**src/rtl/frame_buf_arbiter.sv**
```systemverilog
// SDRAM burst scheduler between the camera write path and the VGA read path.
// Double-buffers frames so the display always reads the last complete camera frame.
module frame_buf_arbiter #(
    parameter int FRAME_WORDS = 1296000,
    parameter int OFS_W       = 21,
    parameter int BURST_LEN   = 256,
    parameter int RD_LOW      = 512,
    parameter int LVL_W       = 11
) (
    input  logic             CLK,
    input  logic             RSTn,
    input  logic             VSYNC_Sig,
    input  logic             cam_frame_start,
    input  logic [LVL_W-1:0] wr_fifo_level,
    input  logic [LVL_W-1:0] rd_fifo_level,
    output logic             cmd_req,
    output logic             cmd_we,
    output logic [OFS_W:0]   cmd_addr,
    output logic [8:0]       cmd_len,
    input  logic             cmd_ack,
    input  logic             burst_done,
    output logic             rd_bank,
    output logic             wr_bank
);

    // state   | meaning
    // IDLE    | apply pending frame events, else pick next burst
    // RD_REQ  | read burst requested, waiting for cmd_ack
    // RD_WAIT | read burst in flight, waiting for burst_done
    // WR_REQ  | write burst requested, waiting for cmd_ack
    // WR_WAIT | write burst in flight, waiting for burst_done
    typedef enum logic [2:0] {IDLE, RD_REQ, RD_WAIT, WR_REQ, WR_WAIT} state_t;

    localparam logic [OFS_W-1:0] FW  = OFS_W'(FRAME_WORDS);
    localparam logic [OFS_W-1:0] BL  = OFS_W'(BURST_LEN);
    localparam logic [LVL_W-1:0] RDL = LVL_W'(RD_LOW);

    state_t           state_q, state_d;
    logic [OFS_W-1:0] rd_ptr_q, rd_ptr_d, wr_ptr_q, wr_ptr_d;
    logic             rd_bank_q, rd_bank_d, wr_bank_q, wr_bank_d;
    logic             last_done_q, last_done_d;
    logic             pend_vs_q, pend_vs_d, pend_cs_q, pend_cs_d;
    logic             vs_q;
    logic             cmd_req_q, cmd_req_d, cmd_we_q, cmd_we_d;
    logic [OFS_W:0]   cmd_addr_q, cmd_addr_d;
    logic [8:0]       cmd_len_q, cmd_len_d;

    logic             vs_fall, rd_need, wr_need;
    logic [OFS_W-1:0] rem_r, rem_w;
    logic [8:0]       len_r, len_w;

    assign vs_fall = vs_q & ~VSYNC_Sig;
    assign rem_r   = FW - rd_ptr_q;
    assign rem_w   = FW - wr_ptr_q;
    assign len_r   = (rem_r < BL) ? 9'(rem_r) : 9'(BURST_LEN);
    assign len_w   = (rem_w < BL) ? 9'(rem_w) : 9'(BURST_LEN);
    assign rd_need = (rd_fifo_level < RDL) && (rd_ptr_q < FW);
    assign wr_need = (wr_ptr_q < FW) && (32'(wr_fifo_level) >= 32'(len_w));

    always_comb begin
        state_d     = state_q;
        rd_ptr_d    = rd_ptr_q;
        wr_ptr_d    = wr_ptr_q;
        rd_bank_d   = rd_bank_q;
        wr_bank_d   = wr_bank_q;
        last_done_d = last_done_q;
        pend_vs_d   = pend_vs_q | vs_fall;
        pend_cs_d   = pend_cs_q | cam_frame_start;
        cmd_req_d   = cmd_req_q;
        cmd_we_d    = cmd_we_q;
        cmd_addr_d  = cmd_addr_q;
        cmd_len_d   = cmd_len_q;
        case (state_q)
            IDLE: begin
                if (pend_cs_q || pend_vs_q) begin
                    if (pend_cs_q) begin
                        // Only a fully written frame becomes eligible for display.
                        if (wr_ptr_q == FW) begin
                            last_done_d = wr_bank_q;
                            wr_bank_d   = ~wr_bank_q;
                        end
                        wr_ptr_d  = '0;
                        pend_cs_d = cam_frame_start;
                    end
                    if (pend_vs_q) begin
                        rd_bank_d = last_done_d;
                        rd_ptr_d  = '0;
                        pend_vs_d = vs_fall;
                    end
                end else if (rd_need) begin
                    state_d    = RD_REQ;
                    cmd_req_d  = 1'b1;
                    cmd_we_d   = 1'b0;
                    cmd_addr_d = {rd_bank_q, rd_ptr_q};
                    cmd_len_d  = len_r;
                end else if (wr_need) begin
                    state_d    = WR_REQ;
                    cmd_req_d  = 1'b1;
                    cmd_we_d   = 1'b1;
                    cmd_addr_d = {wr_bank_q, wr_ptr_q};
                    cmd_len_d  = len_w;
                end
            end
            RD_REQ: begin
                if (cmd_ack) begin
                    cmd_req_d = 1'b0;
                    rd_ptr_d  = rd_ptr_q + OFS_W'(cmd_len_q);
                    state_d   = RD_WAIT;
                end
            end
            WR_REQ: begin
                if (cmd_ack) begin
                    cmd_req_d = 1'b0;
                    wr_ptr_d  = wr_ptr_q + OFS_W'(cmd_len_q);
                    state_d   = WR_WAIT;
                end
            end
            RD_WAIT, WR_WAIT: begin
                if (burst_done) state_d = IDLE;
            end
            default: state_d = IDLE;
        endcase
    end

    always_ff @(posedge CLK or negedge RSTn) begin
        if (!RSTn) begin
            state_q     <= IDLE;
            rd_ptr_q    <= '0;
            wr_ptr_q    <= '0;
            rd_bank_q   <= 1'b0;
            wr_bank_q   <= 1'b1;
            last_done_q <= 1'b0;
            pend_vs_q   <= 1'b0;
            pend_cs_q   <= 1'b0;
            vs_q        <= 1'b1;
            cmd_req_q   <= 1'b0;
            cmd_we_q    <= 1'b0;
            cmd_addr_q  <= '0;
            cmd_len_q   <= '0;
        end else begin
            state_q     <= state_d;
            rd_ptr_q    <= rd_ptr_d;
            wr_ptr_q    <= wr_ptr_d;
            rd_bank_q   <= rd_bank_d;
            wr_bank_q   <= wr_bank_d;
            last_done_q <= last_done_d;
            pend_vs_q   <= pend_vs_d;
            pend_cs_q   <= pend_cs_d;
            vs_q        <= VSYNC_Sig;
            cmd_req_q   <= cmd_req_d;
            cmd_we_q    <= cmd_we_d;
            cmd_addr_q  <= cmd_addr_d;
            cmd_len_q   <= cmd_len_d;
        end
    end

    assign cmd_req  = cmd_req_q;
    assign cmd_we   = cmd_we_q;
    assign cmd_addr = cmd_addr_q;
    assign cmd_len  = cmd_len_q;
    assign rd_bank  = rd_bank_q;
    assign wr_bank  = wr_bank_q;

endmodule
```
**config.mk**
```make
export PLATFORM = sky130hd
export DESIGN_NAME = frame_buf_arbiter
export DESIGN_NICKNAME = d
export VERILOG_FILES = /design/src/rtl/frame_buf_arbiter.sv
export SDC_FILE = /design/constraint.sdc
export NUM_CORES = 1
export LEC_CHECK = 0
export ABC_CLOCK_PERIOD_IN_PS = 4800
export CORE_MARGIN = 3
export CORE_UTILIZATION = 55
export DETAILED_ROUTE_END_ITERATION = 12
export DONT_BUFFER_PORTS = 1
export PLACE_DENSITY = 0.73
export SYNTH_ARGS = -nofsm -noshare
export SYNTH_HDL_FRONTEND = slang
export SYNTH_SLANG_ARGS = --single-unit
```
**constraint.sdc**
```tcl
create_clock -name CLK -period 4.8 [get_ports CLK]
set_input_delay 1.2 -clock CLK [delete_from_list [all_inputs] [get_ports CLK]]
set_output_delay 1.2 -clock CLK [all_outputs]
set_load 0.02 [all_outputs]
```
==> metrics.txt <==
EDFF count, synth 0; chip width about 110 um; Die Y-Extent 110 um; CTS root buf clkbuf_8; initial core utilization around 57%; final WL 15000 um; antenna cells 0; sw frac between 30% and 40%; Main synth FF type dfrtp_1; vias in the first global route 4780; register area share after synthesis 35.6%; Max Slew Vio Count 0; endpoints failing setup 0; post-place setup slack 0.0679 ns; # H-tree levels 3; max incr delay on CP 0.68 ns; path depth of the worst reg2reg path 16; total grt overflow 0; outcome finished clean; CTS max path bufs 2; Clock Skew 0.0157 ns; r2r endpoint cmd_addr[7]; Mapped Area 5920 um^2; Crit Path Category reg -> reg; Logic pwr share between 20% and 30%; critical path launch point type register; Slew @ Worst Pin slightly above 0.8 ns; # fillers just over 900; drt wl/cell 19.9 um; total nets after synthesis 678; clk_lat worst skew roughly 0.38 ns; layout cells sized above 1 between 10% and 20%; critical path arrival 4.85 ns; initial drt markers 363; initial antenna violation count 0; RSZ-0062 raised after global routing no; worst r2r src wr_ptr_q[0]; max-capacitance violation count 0; row cnt 37; DP HPWL around 11000 um; clock-pin slew on the worst setup and hold paths 0.10 ns; Total GRT Usage a little over a quarter; setup TNS 0 ns; Syn Inst Count 619; post-route setup slack around 0.20 ns; PwrDens 311 nW/um^2; Cell Count, Final, Fillers Out 754; cell taking the most area after synthesis dfrtp_1; area delta synth->final 7.57%; Max transition margin 45.4%; Peak supply drop around 0.00015 V; Switching Power 693 uW; Final Hold Fails 0; placed insts around 730; Fmax 0.218 GHz; Final Critical Period 4.60 ns; crit path capture type register; most frequent CP cell buf_12; Routed Antenna Nets 0; clk sinks 84; Buffers on Ports 0; worst-path fanout max 11; slowest CP cell or4b_2; detailed-route vias per instance approximately 6.4; Die ar. approximately 12000 um^2; CTS tree done; I/O Pins 63; hold_buf cts 0; YS warnings 0; Hold Path Class in -> async; Synth Register Bits 84; Internal 1.28 mW; final hold slack 0.511 ns; CP Cell Sequence inv_2 -> ha_2 -> or4b_4 -> o31a_1 -> nor4_2 -> o2111ai_2 -> or4b_2 -> ha_1 -> and3_1 -> nand3_1 -> a31o_2 -> and2_2 -> o21ai_4 -> buf_12 -> buf_12 -> mux2_4; first-pass GRT wire length around 25000 um; largest net degree at the start of global routing between 80 and 90; Synth area leaders dfrtp_1 (35%), mux2_4 (7.4%), ha_1 (6.1%); final net count 672; Async S/R FF share, synth 100%; top-area cell type share of the netlist area 34.7%; Clock Power Share 29.0%; Static Leak 2.86 nW; Core Area between 10000 and 15000 um^2; total CTS buffers 9; residual DRC count 0; Post-Syn Area per Cell between 9 and 10 um^2; crit share post-route a little over nine tenths; WP data required between 5 and 6 ns; Reg2Reg Setup Slack 0.20 ns; gp weighted congestion 0.889; Yosys cell types 77; total number of vias 4847; drt first pass iters 5; Flop pwr share 43.9%
[metal layers]
metal  GRT usage [%]  part of all wire, %
met1            34.8                   43
met2            41.8                   47
met3            6.64                  7.1
met4            9.97                  2.7
met5               0                    0
[through the flow]
stage               cell area, um^2  util [%]  total power [mW]
CTS                            6250      60.3              1.92
finish                         6360      61.4              1.98
global route                   6360      61.4              2.07
detailed placement             6030      58.2              1.36
floorplan                      5920         -              1.23
global placement               6030      58.2              1.35
[logic make-up after synthesis]
logic type	after synthesis	synth area share, %
AO/OA/AOI/OAI	149	16.9
adder cells (fa/ha/maj)	31	6.81
buffers and inverters	55	4.23
AND/OR/NAND/NOR	207	18.8
XOR/XNOR	42	6.22
flip-flops	84	35.6
multiplexers	51	11.5
[how the worst max path moves through the flow]
| stage | cells past startpoint | endpoint | slack, ns | start |
|---|---|---|---|---|
| global placement | 16 | cmd_addr[5] | 0.14 | wr_ptr_q[0] |
| global route | 16 | cmd_len[1] | 0.006 | wr_ptr_q[1] |
| floorplan | 17 | cmd_addr[0] | 0.33 | wr_ptr_q[1] |
| CTS | 16 | cmd_addr[7] | 0.04 | wr_ptr_q[0] |
| detailed placement | 16 | cmd_addr[10] | 0.07 | wr_ptr_q[0] |
| finish | 16 | cmd_addr[7] | 0.20 | wr_ptr_q[0] |
[worst max-delay path: cells and delay by family, from the launching register on]
family	cells	cell delay, ns
AO/OA/AOI/OAI	4	0.94
adder cells (fa/ha/maj)	2	0.51
buffers and inverters	3	0.39
flip-flops	1	0.40
multiplexers	1	0.31
AND/OR/NAND/NOR	6	1.92
[power by group through the flow]
stage / Clock (mW) / Sequential, mW / Combinational (mW)
5_1_grt: 0.609 / 0.881 / 0.580
3_3_place_gp: 0 / 0.877 / 0.469
6_report: 0.573 / 0.868 / 0.536
3_5_place_dp: 0 / 0.881 / 0.481
2_1_floorplan: 0 / 0.826 / 0.399
4_1_cts: 0.575 / 0.867 / 0.482
[cell usage in the layout (no fill, tap or decap), types with 19 or more instances in the layout]
cell     instances
ha_1            28
xnor2_1         30
mux2_2          19
nor2_1          32
nand3_1         19
a21oi_1         29
o21ai_0         38
nand2_1         66
dfrtp_1         82
inv_1           20
mux2_4          29
[registers in the layout, summed over array words and instances (netlist names)]
register / cells
cmd_we: 1
state_q: 3
rd_ptr_q: 21
vs_q: 1
wr_bank: 1
cmd_addr: 22
cmd_req: 1
cmd_len: 9
rd_bank: 1
last_done_q: 1
wr_ptr_q: 21
pend_cs_q: 1
pend_vs_q: 1
[area by class of cell]
type,count,area [um^2],share of cell area (%)
repair buffers,17,186,2.93
clock buffers,10,128,2.01
well taps,136,170,2.67
flip-flops and latches,84,2100,33.1
inverters,21,78.8,1.24
multi-input cells,480,3610,56.7
clock inverters,6,90.1,1.42
[Yosys cell counts, drive strengths merged, types with 4 or more instances]
master and n:
dfrtp 82, nand2 66, mux2 48, o21ai 40, nor2 32, a21oi 31
xnor2 30, ha 29, clkbuf 26, inv 21, nand3 19, o211ai 13
or4 13, xor2 12, and2 10, a211oi 9, a21o 8, buf 8
nor3 8, or3 7, a22o 6, and3 6, nor4 6, o21bai 6
o32ai 6, nand2b 5, nand4 5, nor3b 5, or4b 5, a31o 4
or2 4
[timing repair]
item	4_1_cts	5_1_grt
hold endpoints to repair	0	0
endpoints found under the setup margin	0	31
gates resized for setup	0	8
buffers inserted	0	4
Note: power is estimated with default switching activity, not from simulation.
